**config.mk**
```make
export PLATFORM = sky130hd
export DESIGN_NAME = visualizador_estados
export DESIGN_NICKNAME = d
export VERILOG_FILES = /design/src/rtl/visualizador_pkg.sv /design/src/rtl/visualizador_estados_decodificador_7seg.sv /design/src/rtl/visualizador_estados.sv
export SDC_FILE = /design/constraint.sdc
export NUM_CORES = 1
export LEC_CHECK = 0
export ABC_AREA = 1
export ABC_CLOCK_PERIOD_IN_PS = 1400
export BUFFER_PORTS_ARGS = -buffer_cell sky130_fd_sc_hd__buf_4
export CORE_MARGIN = 2
export CORE_UTILIZATION = 30
export CTS_BUF_LIST = sky130_fd_sc_hd__clkbuf_4 sky130_fd_sc_hd__clkbuf_8 sky130_fd_sc_hd__clkbuf_16
export DETAILED_ROUTE_END_ITERATION = 7
export SETUP_SLACK_MARGIN = 0.3
export SKIP_CTS_REPAIR_TIMING = 1
export SYNTH_ARGS = -nofsm -noshare
export SYNTH_HDL_FRONTEND = slang
export SYNTH_SLANG_ARGS = --single-unit
```
**constraint.sdc**
```tcl
create_clock -name clk -period 1.4 [get_ports clk]
set_input_delay 0.14 -clock clk [delete_from_list [all_inputs] [get_ports clk]]
set_output_delay 0.14 -clock clk [all_outputs]
set_load 0.01 [all_outputs]
```
**src/rtl/visualizador_pkg.sv**
```systemverilog
// Shared constants and types for the multiplexed 4-digit need-level display.
package visualizador_pkg;

    localparam int NIVEL_W = 3;

    localparam logic [6:0] SEG_BLANK = 7'h7F;
    localparam logic [6:0] SEG_DASH  = 7'h3F;
    localparam logic [6:0] SEG_ALL   = 7'h00;

    localparam logic [1:0] DIG_ANIMO  = 2'd0;
    localparam logic [1:0] DIG_HAMBRE = 2'd1;
    localparam logic [1:0] DIG_SUENO  = 2'd2;
    localparam logic [1:0] DIG_SALUD  = 2'd3;

    typedef struct packed {
        logic [NIVEL_W-1:0] animo;
        logic [NIVEL_W-1:0] hambre;
        logic [NIVEL_W-1:0] sueno;
        logic [NIVEL_W-1:0] salud;
        logic               dormido;
        logic               test;
    } snap_t;

    // Active-low one-hot anode for a digit index.
    function automatic logic [3:0] anodo(input logic [1:0] d);
        return ~(4'b0001 << d);
    endfunction

endpackage

```
**src/rtl/visualizador_estados_decodificador_7seg.sv**
```systemverilog
// Level (0..7) to active-low 7-segment pattern {g,f,e,d,c,b,a}.
module decodificador_7seg
    import visualizador_pkg::*;
(
    input  logic [NIVEL_W-1:0] nivel,
    output logic [6:0]         seg
);

    always_comb begin
        seg = SEG_BLANK;
        unique case (nivel)
            3'd0: seg = 7'h40;
            3'd1: seg = 7'h79;
            3'd2: seg = 7'h24;
            3'd3: seg = 7'h30;
            3'd4: seg = 7'h19;
            3'd5: seg = 7'h12;
            3'd6: seg = 7'h02;
            3'd7: seg = 7'h78;
            default: seg = SEG_BLANK;
        endcase
    end

endmodule

```
**src/rtl/visualizador_estados.sv**
```systemverilog
// Multiplexed common-anode display of the four need levels with critical blink,
// sleep view and lamp test. One coherent input snapshot is shown per frame.
module visualizador_estados
    import visualizador_pkg::*;
#(
    parameter int unsigned SCAN_DIV  = 50_000,
    parameter int unsigned BLINK_DIV = 12_500_000,
    parameter int unsigned CRIT      = 1
) (
    input  logic               clk,
    input  logic               reset,
    input  logic [NIVEL_W-1:0] nivel_animo,
    input  logic [NIVEL_W-1:0] nivel_hambre,
    input  logic [NIVEL_W-1:0] nivel_sueno,
    input  logic [NIVEL_W-1:0] nivel_salud,
    input  logic               dormido,
    input  logic               test,
    output logic [6:0]         seg,
    output logic [3:0]         an,
    output logic               dp
);

    localparam int SW = $clog2(SCAN_DIV);
    localparam int BW = (BLINK_DIV > 1) ? $clog2(BLINK_DIV) : 1;
    localparam logic [SW-1:0]      SCAN_MAX  = SW'(SCAN_DIV - 1);
    localparam logic [BW-1:0]      BLINK_MAX = BW'(BLINK_DIV - 1);
    localparam logic [NIVEL_W-1:0] CRIT_N    = NIVEL_W'(CRIT);

    logic [SW-1:0]      scan_cnt_q;
    logic [BW-1:0]      blink_cnt_q;
    logic [1:0]         d_q;
    logic               phase_q;
    logic               primero_q;
    snap_t              snap_q;
    snap_t              snap_in;
    logic [6:0]         seg_q, seg_d, seg_dec;
    logic [3:0]         an_q, an_d;
    logic               dp_q, dp_d;
    logic [NIVEL_W-1:0] nivel_sel;
    logic               scan_tc, blink_tc, critico;

    assign snap_in = '{animo: nivel_animo, hambre: nivel_hambre, sueno: nivel_sueno,
                       salud: nivel_salud, dormido: dormido, test: test};

    assign scan_tc  = (scan_cnt_q == SCAN_MAX);
    assign blink_tc = (blink_cnt_q == BLINK_MAX);

    always_comb begin
        nivel_sel = snap_q.animo;
        unique case (d_q)
            DIG_ANIMO:  nivel_sel = snap_q.animo;
            DIG_HAMBRE: nivel_sel = snap_q.hambre;
            DIG_SUENO:  nivel_sel = snap_q.sueno;
            DIG_SALUD:  nivel_sel = snap_q.salud;
            default:    nivel_sel = snap_q.animo;
        endcase
    end

    decodificador_7seg u_dec (
        .nivel (nivel_sel),
        .seg   (seg_dec)
    );

    assign critico = (nivel_sel <= CRIT_N);

    // Blank on the first cycle (no snapshot yet) and whenever the digit index moves.
    always_comb begin
        an_d  = 4'b1111;
        seg_d = SEG_BLANK;
        dp_d  = 1'b1;
        if (!primero_q && !scan_tc) begin
            an_d = anodo(d_q);
            if (snap_q.test) begin
                seg_d = SEG_ALL;
                dp_d  = 1'b0;
            end else if (snap_q.dormido && d_q != DIG_SUENO) begin
                seg_d = SEG_DASH;
            end else if (critico) begin
                seg_d = phase_q ? SEG_BLANK : seg_dec;
                dp_d  = 1'b0;
            end else begin
                seg_d = seg_dec;
            end
        end
    end

    always_ff @(posedge clk) begin
        if (reset) begin
            scan_cnt_q  <= '0;
            blink_cnt_q <= '0;
            d_q         <= 2'd0;
            phase_q     <= 1'b0;
            primero_q   <= 1'b1;
            snap_q      <= '0;
            seg_q       <= SEG_BLANK;
            an_q        <= 4'b1111;
            dp_q        <= 1'b1;
        end else begin
            if (blink_tc) begin
                blink_cnt_q <= '0;
                phase_q     <= ~phase_q;
            end else begin
                blink_cnt_q <= blink_cnt_q + BW'(1);
            end

            // The scan holds on the snapshot cycle so digit 0 gets a full slot.
            if (primero_q) begin
                primero_q <= 1'b0;
                snap_q    <= snap_in;
            end else if (scan_tc) begin
                scan_cnt_q <= '0;
                d_q        <= d_q + 2'd1;
                if (d_q == DIG_SALUD) begin
                    snap_q <= snap_in;
                end
            end else begin
                scan_cnt_q <= scan_cnt_q + SW'(1);
            end

            seg_q <= seg_d;
            an_q  <= an_d;
            dp_q  <= dp_d;
        end
    end

    assign seg = seg_q;
    assign an  = an_q;
    assign dp  = dp_q;

endmodule

```
* Word level (Yosys, flattened, before mapping)
Memory sizes are Yosys's and may differ from the RTL's.
Cells that the tools add are included.
** Word-level totals
- Memories :: 1
- Output and inout port bits :: 12
- Input port bits :: 16
- Bits in read-only memories :: 56
- Word-level logic and storage cells :: 54
- Register bits :: 70
** Memories
- (name not given) :: words 8, width 7, read ports 1, clocked after Yosys merged registers in 0, write ports 0, line visualizador_estados_decodificador_7seg.sv:11 : unique case (nivel)
** Operators by class
- Shift operators :: 1
- Add/sub/neg operators :: 3
- $lt $le $gt $ge :: 1
- Eq/ne operators :: 6
- Mux-type cells :: 13
- Reductions and logical operators :: 11
- Bitwise logic cells :: 4
** Operators with widths (number)
- 14-bit two-way mux :: 3
- 7-bit two-way mux :: 4
- 24-bit by 1-bit adder with 24-bit output (second input constant) :: 1
- 24-bit equality test (second input constant) :: 1
- 16-bit by 1-bit adder with 16-bit output (second input constant) :: 1
- 16-bit equality test (second input constant) :: 1
- 16-bit two-way mux :: 1
- 3-bit one-hot mux with 4 select lines :: 1
- 2-bit equality test (second input constant) :: 2
- 1-bit two-way mux :: 4
- 4-bit NOT :: 1
- 2-bit AND reduction :: 2
- 2-bit nonzero test :: 2
- 2-bit OR reduction :: 2
- 1-bit by 2-bit << shifter with 4-bit output (first input constant) :: 1
- 3-bit by 1-bit <= comparator with 1-bit output (second input constant) :: 1
- 1-bit NOT :: 3
- 2-bit by 1-bit adder with 2-bit output (second input constant) :: 1
- 2-bit by 1-bit equality test with 1-bit output (second input constant) :: 1
- 1-bit logical AND :: 2
- 1-bit zero test :: 2
- 2-bit zero test :: 1
- 2-bit != test (second input constant) :: 1

* Depth between registers and ports, before layout
An unclocked memory read counts as a cell.
- Word-level depth :: 7
- Depth in mapped cells :: 11
- Depth with buffers taken out :: 11

* By module
A second synthesis with hierarchy kept.
** Second synthesis, totals
- Cells, all modules :: 552
- Area, all modules :: 3682.3 um^2
** By module, submodules not included
- visualizador_estados :: times used 1, seq. area each 1401.3 um^2, area each 3524.6 um^2, cells each 527
- decodificador_7seg :: times used 1, seq. area each 0.0 um^2, area each 157.7 um^2, cells each 25

* Least setup slack after synthesis
OpenSTA, ideal clock, no wires.
- Path type :: flip-flop to flip-flop
- From :: reg blink_cnt_q[0]
- To :: reg blink_cnt_q[16]
- Data required time :: 1.277 ns
- Path buffers :: 1
- Path slack :: -0.069 ns
- Arrival time :: 1.346 ns
- Cell stages (with the launch flop) :: 8
- Setup time :: 0.123 ns
- Cells stage by stage :: dfxtp_1 -> ha_1 -> nand2_2 -> nor2_4 -> nand3_1 -> o21ai_1 -> buf_2 -> nor3b_2
** Between the ends
- Cells in the longest elaborated chain, start to end :: 2
- Elaborated cells between the ends (all ways) :: 3
- Classes of those cells :: 1 x add/sub; 1 x eq/ne; 1 x reduce/logical
** RTL lines
- start: declaration :: line visualizador_estados.sv:30 : logic [BW-1:0] blink_cnt_q;
- start signal: assignment :: line visualizador_estados.sv:103 : blink_cnt_q <= blink_cnt_q + BW'(1);
- parallel branches: the longest is 2 deep, another holds 24-bit by 1-bit adder with 24-bit output
Several ways; the timed one is not identified.
A chain may end at the register's enable or synchronous reset.

* Worst setup path after layout
- From :: reg d_q[0]
- To :: reg seg_q[1] (netlist: seg[1])
** Between the ends
- Cells in the longest elaborated chain, start to end :: 7
- Elaborated cells between the ends (all ways) :: 13
- Classes of those cells :: 1 x order compare; 4 x eq/ne; 5 x mux; 2 x reduce/logical; 1 x memory
** RTL lines
- start: declaration :: line visualizador_estados.sv:31 : logic [1:0] d_q;
- start signal: assignment :: line visualizador_estados.sv:112 : d_q <= d_q + 2'd1;
- 2-bit equality test (tied with other cells) :: line visualizador_estados.sv:50 : unique case (d_q)
- 3-bit one-hot mux with 4 select lines :: line visualizador_estados.sv:50
- memory 8 x 7 bit
- 7-bit two-way mux :: line visualizador_estados.sv:79 : seg_d = phase_q ? SEG_BLANK : seg_dec;
- 7-bit two-way mux :: line visualizador_estados.sv:78 : end else if (critico) begin
- 7-bit two-way mux * :: line visualizador_estados.sv:76 : end else if (snap_q.dormido && d_q != DIG_SUENO) begin
- 7-bit two-way mux * :: line visualizador_estados.sv:73 : if (snap_q.test) begin
- end signal: assignment :: line visualizador_estados.sv:120 : seg_q <= seg_d;
- end: declaration :: line visualizador_estados.sv:36 : logic [6:0] seg_q, seg_d, seg_dec;
Mark *: on every way between the ends. The rest lies on a longest branch, timed or not.

==> results.py <==
metrics = {
    "floorplanning": {
        "die-width_um": 112.5,
        "ioPinCount": 28,
        "fp.dieH_um": 112.5,
        "num_rows": 39,
        "design.core.area_um2": 11470,
        "start_util": 0.3082,
        "fp.dieArea_um2": 12670,
    },
    "hold_path": {
        "hp-class": "primary input to register",
        "min_path_cells": 3,
        "hp-start": "nivel_salud[0]",
        "min_to": "snap_q[2]",
    },
    "setup_path": {
        "cp.arrival_ps": 1770,
        "end_kind": "register",
        "reg2reg_from": "d_q[0]",
        "rr_endpoint": "seg[1]",
        "cp_max_fo": 6,
        "r2r_slack_ps": -150,
        "crit_required_ps": 1620,
        "cp-start-kind": "register",
        "crit_path_top_delay_cell": "dfxtp_4",
        "worst_path_largest_cell_delay_ps": 370,
        "rr_worst_depth": 11,
        "path_cells": "inv_4 -> ha_4 -> nand2_2 -> nand2_4 -> nor2_4 -> nor2_4 -> nand2_2 -> nand2_1 -> nor2_1 -> o21ai_1 -> nand2_1",
        "crit_type": "register to register",
    },
    "logic_synthesis": {
        "yosys.area_share.simple": 0.3897,
        "synth_top_cells_by_area": "dfxtp_1 (40%), nand2_1 (13%), nor2_1 (6.6%)",
        "synth_cell_types": 36,
        "yosysWarnings": 0,
        "yosys.area.top_type": "dfxtp_1",
        "synthMuxAreaShare": 0,
        "synth_top_area_frac": 0.3965,
        "avgSynthCellArea_um2": 7.258,
        "synthAdderAreaFrac": 0.02478,
        "synth_nets": 510,
        "netlist_area_um2": 3535,
        "synth_compound_area_frac": 0.08850,
        "syn_inst": 487,
        "ys_ff_latch": 70,
        "synthXorXnorAreaFrac": 0.02230,
        "synth_top_family_by_area": "simple AND/OR/NAND/NOR gates",
        "seq_area_frac_synth": 0.3965,
    },
    "timing": {
        "hold_viol": 0,
        "slew_headroom": 0.7840,
        "setup_violations": 57,
        "setup_slack_ps": -150.0,
        "worst_pin_slew_ps": 323.7,
        "post-route-min-period_ps": 1550,
        "whs_ps": 56.71,
        "fin_crit_sh": 1.107,
        "clock-skew-final_ps": 8.205,
        "fmax_ghz": 0.6452,
        "rsz0062_at_grt": "yes",
        "slew_viol_final": 0,
    },
    "placement": {
        "placed_cell_area_um2": 4362,
        "dp_hpwl_um": 6308,
        "place_congestion": 0.9163,
        "port_buffers": 27,
    },
    "route": {
        "wl_um": 9594,
        "vias": 3503,
        "ant_nets": 0,
        "drc_errors": 0,
        "drt_iter0_markers": 184,
        "drt-wirelength-per-cell_um": 13.20,
        "firstDrtPassIters": 6,
        "vias_per_cell": 4.818,
    },
    "clock_network": {
        "insertion_delay_ps": 340,
        "htreeDepth": 3,
        "cts_sinks": 70,
        "cts_tree": "built",
        "numCtsBuffers": 9,
        "root_buffer": "clkbuf_16",
        "clockBufferDepth": 2,
        "clk_pin_slew_ps": 60,
    },
    "cells_and_area": {
        "drive_above_1_share": 0.5308,
        "layout.nets": 603,
        "num-fill-cells": 1038,
        "antenna_cells": 0,
        "syn_to_final_growth_pct": 54.37,
        "multi_input_area_um2": 2621,
        "design_area_um2": 5456,
        "ff_latch_area_um2": 1434,
    },
    "job": {
        "drv_cap": 0,
    },
    "power": {
        "finalPower_mw": 4.612,
        "p_leak_nw": 2.070,
        "max-vdd-ir-drop_v": 0.0006597,
        "power_density_nw_per_um2": 845.1,
    },
    "grt": {
        "grt_overflow": 0,
        "antenna_found_initial": 0,
        "grt_pass1_vias": 3256,
        "grt_pass1_wl_um": 14300,
        "grt_max_degree": 22,
        "grt_usage": 0.1381,
    },
    "outcome": {
        "outcome": "finished, violations left",
        "violations": "negative setup slack",
    },
}
-- report_power, final --
group / switching [mW] / internal (mW)
registers: 0.0473 / 2.04
clock network: 0.827 / 1.25
logic: 0.241 / 0.206
total: 1.12 / 3.50
-- logic make-up after synthesis --
group	count (synthesis)
AO/OA/AOI/OAI	53
XOR/XNOR	9
adder cells (fa/ha/maj)	7
buffers and inverters	57
flip-flops	70
AND/OR/NAND/NOR	291
-- flip-flops by register name, indices dropped and copies added, names as in the netlist --
signal and flops:
blink_cnt_q 24, d_q 2, primero_q 1, scan_cnt_q 16, phase_q 1, seg 7
dp 1, an 4, snap_q 14
-- synthesized netlist by cell type, drive strengths merged --
| cell | number |
|---|---|
| o21bai | 2 |
| nand3 | 42 |
| xor2 | 5 |
| a21oi | 31 |
| nand2 | 142 |
| inv | 47 |
| nor2 | 75 |
| nor3 | 22 |
| xnor2 | 4 |
| clkbuf | 2 |
| o21ai | 18 |
| a21o | 1 |
| ha | 7 |
| buf | 8 |
| nand4 | 3 |
| dfxtp | 70 |
| nor3b | 4 |
| nand3b | 3 |
| o31ai | 1 |
-- how the worst max path moves through the flow --
stage,startpoint,endpoint,slack [ps]
global placement,d_q[0],seg[1],-60
CTS,d_q[0],seg[1],-110
global route,d_q[0],seg[1],-240
detailed placement,d_q[0],seg[1],-90
finish,d_q[0],seg[1],-150
floorplan,d_q[0],seg[1],30
-- layer usage --
metal  GRT usage  wire length (um)  up-vias
li1            -                 -     1754
met1      0.1666              4102     1645
met2      0.2303              4790       79
met3     0.02970               439       25
met4     0.07236               262        0
met5           0                 0        -
-- critical path, delay by kind of cell (launching register included) --
family	cells	cell delay (ps)
simple gates	8	680
flops	1	370
fa+ha+maj	1	160
compound gates	1	130
buf+inv	1	90
-- placed cells by master, fill, tap and decap left out, types with 2 or more instances in the layout --
master | netlist | layout
dfxtp_1 | 70 | 58
nor2_4 | 2 | 22
inv_4 | 1 | 3
o21ai_1 | 7 | 3
a21oi_1 | 21 | 5
nor3_4 | 2 | 3
nor3b_1 | 3 | 2
clkbuf_16 | 0 | 10
o21ai_4 | 0 | 2
dfxtp_4 | 0 | 7
nor2_2 | 10 | 17
inv_2 | 8 | 11
dfxtp_2 | 0 | 5
clkinv_2 | 0 | 3
nand3b_1 | 3 | 3
inv_1 | 38 | 31
o21ai_2 | 0 | 9
nor3_1 | 18 | 9
nand3_1 | 39 | 17
nor3b_2 | 1 | 2
buf_4 | 1 | 78
xor2_1 | 5 | 4
buf_12 | 1 | 2
nand3_2 | 2 | 17
nand3_4 | 1 | 8
nand2_2 | 13 | 36
nor3_2 | 2 | 10
buf_6 | 2 | 8
xnor2_1 | 4 | 3
ha_4 | 0 | 6
nand2_4 | 3 | 13
a21oi_2 | 10 | 26
nand4_1 | 3 | 3
nand2_1 | 126 | 93
nor2_1 | 62 | 36
o21ai_0 | 11 | 4
-- metrics by stage --
step | cells | setup TNS (ps) | setup WS [ps] | util
after floorplan | 487 | 0 | 26.31 | -
after global placement | 691 | -635.2 | -57.35 | 0.3804
after detailed placement | 691 | -2006 | -94.71 | 0.3804
after CTS | 706 | -2369 | -109.7 | 0.4039
after global routing | 727 | -7839 | -241.3 | 0.4758
final | 727 | -3605 | -150.0 | 0.4758
-- final cells by class --
type,instances,share of cell area
Tap cell,143,0.03279
Timing Repair Buffer,90,0.1385
Clock buffer,11,0.04517
Inverter,47,0.03600
Sequential cell,70,0.2628
Multi-Input combinational cell,362,0.4804
Clock inverter,4,0.004357
No activity file was read; power rests on OpenSTA's default activity.
